`src/rtl/vga_timing_gen.sv`:
```
// vga_timing_gen: parametrised VGA/DVI raster timing with pixel enable,
// configurable output delay and line/frame start strobes.
module vga_timing_gen #(
    parameter int H_ACTIVE = 1440,
    parameter int H_FP     = 80,
    parameter int H_SYNC   = 152,
    parameter int H_BP     = 232,
    parameter int V_ACTIVE = 900,
    parameter int V_FP     = 1,
    parameter int V_SYNC   = 3,
    parameter int V_BP     = 28,
    parameter bit HS_POL   = 1'b0,
    parameter bit VS_POL   = 1'b1,
    parameter int PIPE_DLY = 0,
    parameter int HW       = 12,
    parameter int VW       = 11
) (
    input  logic          vga_pclk,
    input  logic          vga_rst_n,
    input  logic          vga_ce,
    output logic          vga_hsync,
    output logic          vga_vsync,
    output logic          vga_valid,
    output logic [HW-1:0] vga_h_cnt,
    output logic [VW-1:0] vga_v_cnt,
    output logic          vga_line_start,
    output logic          vga_frame_start
);
    localparam int H_TOTAL = H_ACTIVE + H_FP + H_SYNC + H_BP;
    localparam int V_TOTAL = V_ACTIVE + V_FP + V_SYNC + V_BP;
    localparam int W = HW + VW + 5;
    localparam logic [W-1:0] IDLE = {~HS_POL, ~VS_POL, {(W-2){1'b0}}};

    logic [HW-1:0] h_q, h_d;
    logic [VW-1:0] v_q, v_d;
    logic [W-1:0]  pipe_q [0:PIPE_DLY];
    logic [W-1:0]  pipe_d [0:PIPE_DLY];
    logic          h_last, v_last, valid, hs_act, vs_act;
    logic [W-1:0]  dec;

    always_comb begin
        h_last = h_q == HW'(H_TOTAL - 1);
        v_last = v_q == VW'(V_TOTAL - 1);
        valid  = h_q < HW'(H_ACTIVE) && v_q < VW'(V_ACTIVE);
        hs_act = h_q >= HW'(H_ACTIVE + H_FP) && h_q < HW'(H_ACTIVE + H_FP + H_SYNC);
        vs_act = v_q >= VW'(V_ACTIVE + V_FP) && v_q < VW'(V_ACTIVE + V_FP + V_SYNC);
        dec = {hs_act ? HS_POL : ~HS_POL, vs_act ? VS_POL : ~VS_POL, valid,
               valid ? h_q : '0, valid ? v_q : '0, h_q == '0, h_q == '0 && v_q == '0};
        h_d    = h_q;
        v_d    = v_q;
        pipe_d = pipe_q;
        if (vga_ce) begin
            h_d = h_last ? '0 : h_q + 1'b1;
            v_d = h_last ? (v_last ? '0 : v_q + 1'b1) : v_q;
            pipe_d[0] = dec;
            for (int i = 1; i <= PIPE_DLY; i++) pipe_d[i] = pipe_q[i-1];
        end
    end

    always_ff @(posedge vga_pclk) begin
        if (!vga_rst_n) begin
            h_q <= '0;
            v_q <= '0;
            for (int i = 0; i <= PIPE_DLY; i++) pipe_q[i] <= IDLE;
        end else begin
            h_q    <= h_d;
            v_q    <= v_d;
            pipe_q <= pipe_d;
        end
    end

    // Last stage is itself a register, so outputs are glitch-free and skew-free.
    assign {vga_hsync, vga_vsync, vga_valid, vga_h_cnt, vga_v_cnt,
            vga_line_start, vga_frame_start} = pipe_q[PIPE_DLY];
endmodule

```
`config.mk`:
```
export PLATFORM = sky130hd
export DESIGN_NAME = vga_timing_gen
export DESIGN_NICKNAME = d
export VERILOG_FILES = /design/src/rtl/vga_timing_gen.sv
export SDC_FILE = /design/constraint.sdc
export NUM_CORES = 1
export LEC_CHECK = 0
export CAP_MARGIN = 0
export CORE_UTILIZATION = 50
export DETAILED_ROUTE_END_ITERATION = 8
export DONT_BUFFER_PORTS = 1
export GPL_ROUTABILITY_DRIVEN = 0
export MAX_ROUTING_LAYER = met4
export SLEW_MARGIN = 5
export SYNTH_ARGS = -nofsm -noshare
export SYNTH_HDL_FRONTEND = slang
export SYNTH_SLANG_ARGS = --single-unit
export TNS_END_PERCENT = 30
```
`constraint.sdc`:
```
create_clock -name vga_pclk -period 2.8 [get_ports vga_pclk]
set_clock_uncertainty 0.15 [all_clocks]
set_input_delay 0.42 -clock vga_pclk [delete_from_list [all_inputs] [get_ports vga_pclk]]
set_output_delay 0.42 -clock vga_pclk [all_outputs]
set_load 0.01 [all_outputs]
```
==> results by group <==
Outcome
  • Result of the run: finished clean

Global routing
  • Initial antenna violation count: 0
  • First-pass GRT wire length: 7.76 mm
  • Vias in the first global route: 1542
  • Maximum number of pins on one net before global-route repair: 29
  • Global routing usage summed across all routing layers: roughly a fifth
  • Global route total overflow: 0

Pwr
  • Peak ir drop on the vdd network: 0.192 mV
  • Power density over cell area: between 500 and 600 nW/um^2
  • Leakage power total: a little under 0.9 nW

CTS
  • Clock latency at the later pin of the worst-skew pair: 300 ps
  • Post-CTS Hold Fix Bufs: 0
  • Number of instances resized during post-cts repair: 0
  • Number of levels in the clock H-tree: 2
  • Num Clock Sinks: 51
  • Post-CTS setup buffers: 0
  • Clock Root Buffer: sky130_fd_sc_hd__clkbuf_8
  • Clock tree from TritonCTS: yes
  • Clk pin slew, worst setup/hold paths: 90 ps
  • Clock buffer count from CTS: 5
  • Clock Path Buffers: 2

Floorplanning
  • Die W: 69.4 um
  • Core footprint: 4350 sq um
  • Site Rows: 24
  • Initial core utilization: 52.2%
  • Height of the chip: 69.4 um
  • Number of top-level pins: 31
  • Overall die area: approximately 4800 sq um

Final layout
  • Most common library cell in the layout ignoring fill and taps: sky130_fd_sc_hd__dfxtp_1
  • Area growth from synthesis to layout: 0.771%
  • Share of layout cells above drive strength 1: 6.91%
  • Commonest cells after routing, fill and taps aside: sky130_fd_sc_hd__dfxtp_1 (51), sky130_fd_sc_hd__a22o_1 (21), sky130_fd_sc_hd__nand2_1 (15), sky130_fd_sc_hd__nor2_1 (12), sky130_fd_sc_hd__a21oi_1 (9)
  • Number of antenna repair diodes: 0
  • Non-filler instance count after layout: 269
  • Total non-filler cell area in the finished layout: between 2000 and 2500 sq um
  • # nets final: 224

Placed design
  • Port bufs: 0
  • HPWL after DPL: 3.09 mm
  • Placed cell areas: 2170 sq um
  • Setup Slack @ Placement: 492 ps
  • Number of cells in the design after placement: around 260

Routing
  • Sum of routed wire segments on met1: 2.19 mm
  • Residual DRC: 0
  • Routed length per instance: 16.6 um
  • Wire length on met3: 305 um
  • Total length of routed met2 wires: 1.91 mm
  • Uppermost layer routed: met4
  • Detailed Route Iter0 Violations: between 100 and 150
  • Number of vias in the routed layout: 1662
  • Antenna Violating Nets Remaining: 0
  • Number of iterations in the first detailed-routing pass: 4
  • Post-detailed-route via-to-cell ratio: between 6 and 7
  • Final wirelength: 4.46 mm

Timing
  • Count of endpoints failing setup in the final report: 0
  • Endpoints failing hold: 0
  • Normalized max-slew margin: 63.9%
  • Clock period minus worst slack: 2390 ps
  • Unrepaired setup endpoints after global routing: no
  • Maximum frequency from static timing analysis: 0.419 GHz
  • Final count of pins violating max slew: 0
  • Worst slew pin tran: 538 ps
  • Summed negative setup slack over all endpoints: 0 ps
  • Crit path setup slack, layout: between 400 and 500 ps
  • Final Cycle Share: between 80 and 90%

Critical path
  • Category of the most critical setup path: flop to flop
  • Kind of end point of the critical path: flop
  • Critical-path maximum fanout: 13
  • Worst Setup Start Kind: flop
  • Endpoint arrival time on the critical path: 2470 ps
  • Required time of the worst setup path: 2880 ps

Yosys
  • Portion of the post-synthesis area used by sequential elements: 45.0%
  • Average cell area after synthesis: 10.0 sq um
  • Most used DFF post-synth: sky130_fd_sc_hd__dfxtp_1
  • Mapped Area: between 2000 and 2500 sq um
  • Flip-flop and latch count after synthesis: 51
  • Leading post-synthesis cells by cell area: sky130_fd_sc_hd__dfxtp_1 (45%), sky130_fd_sc_hd__a22o_1 (8.1%), sky130_fd_sc_hd__buf_6 (4.5%)
  • Total nets after synthesis: 235
  • Number of standard cells after synthesis: about 230
  • Area fraction of the dominant cell type after synthesis: 45.0%
  • Number of enable-type register cells in the synthesized netlist: 0
  • Largest area contributor in the netlist: sky130_fd_sc_hd__dfxtp_1
  • Count of warnings emitted by yosys: 0
  • Fraction of synthesis flops using an asynchronous set or reset pin: 0%
  • Synth unique cells: 45

Worst hold path
  • Path class of the lowest-slack min-delay path: input pin to flop

Job
  • Count of maximum capacitance violations: 0
-- final timing paths --
path,startpoint,to,slack [ps],cells after the start
hold reg to reg,pipe_q[26],pipe_q[26],350,2
hold / removal,vga_rst_n,v_q[3],90,1
setup / recovery,h_q[0],v_q[10],410,5
setup reg to reg,h_q[0],v_q[10],410,5
-- power by group --
part,internal [W],switching (W)
Sequential,0.000733,0.0000107
Combinational,0.0000141,0.0000222
Clock,0.000289,0.000227
Total,0.00104,0.000260
-- stage by stage --
stage	utilization [%]	total power, W	hold slack, ps
after floorplan	-	0.000797	317
after global placement	49.9	0.000795	330
after detailed placement	49.9	0.000798	338
after CTS	52.6	0.00131	84.6
after global routing	52.6	0.00134	84.0
final	52.6	0.00130	88.4
-- metal layers --
layer	vias up	track usage (%)
li1	811	-
met1	787	28.5
met2	58	28.4
met3	6	6.69
met4	0	6.80
met5	-	-
-- flip-flops by register name (all words and copies together), names as in the netlist --
signal	cells
v_q	11
h_q	12
pipe_q	28
-- synth_stat cells (3+ instances only) --
library cell / count
sky130_fd_sc_hd__dfxtp_1: 51
sky130_fd_sc_hd__inv_1: 6
sky130_fd_sc_hd__buf_6: 9
sky130_fd_sc_hd__o21ai_0: 8
sky130_fd_sc_hd__nor4_1: 5
sky130_fd_sc_hd__xor2_1: 6
sky130_fd_sc_hd__nand2_1: 15
sky130_fd_sc_hd__nor2_1: 12
sky130_fd_sc_hd__buf_2: 5
sky130_fd_sc_hd__and2_1: 3
sky130_fd_sc_hd__or3_1: 8
sky130_fd_sc_hd__ha_1: 5
sky130_fd_sc_hd__or4_1: 4
sky130_fd_sc_hd__and4_1: 5
sky130_fd_sc_hd__nand4_1: 5
sky130_fd_sc_hd__nand3b_1: 3
sky130_fd_sc_hd__a22o_1: 21
sky130_fd_sc_hd__xnor2_1: 4
sky130_fd_sc_hd__a21oi_1: 9
sky130_fd_sc_hd__nand3_1: 8
-- logic make-up (layout without fill, tap and decap cells) --
kind of cell	count (synthesis)	count (layout)	synth area share, %
AOI/OAI and AO/OA	53	53	17.0
xor gates and xnor gates	10	10	3.86
adders and majority gates	5	5	2.75
buffers and inverters	25	15	8.70
DFF	51	51	45.0
muxes	2	2	0.882
and+or+nand+nor	81	81	21.9
-- final cells by class --
class	instances	area, sq um
Clock buffer	6	82.6
Clock inverter	2	35.0
Fill cell	404	2070
Inverter	6	22.5
Multi-Input combinational cell	151	1050
Sequential cell	51	1020
Tap cell	52	65.1
Timing Repair Buffer	1	7.51
-- worst max-delay path, cell delays in order, from the launching register on --
cell and delay, ps:
sky130_fd_sc_hd__dfxtp_1 430, sky130_fd_sc_hd__ha_1 200, sky130_fd_sc_hd__and4_1 380, sky130_fd_sc_hd__nand3_1 390
sky130_fd_sc_hd__or4_1 630, sky130_fd_sc_hd__a21oi_1 150
No activity file was read; power rests on OpenSTA's default activity.
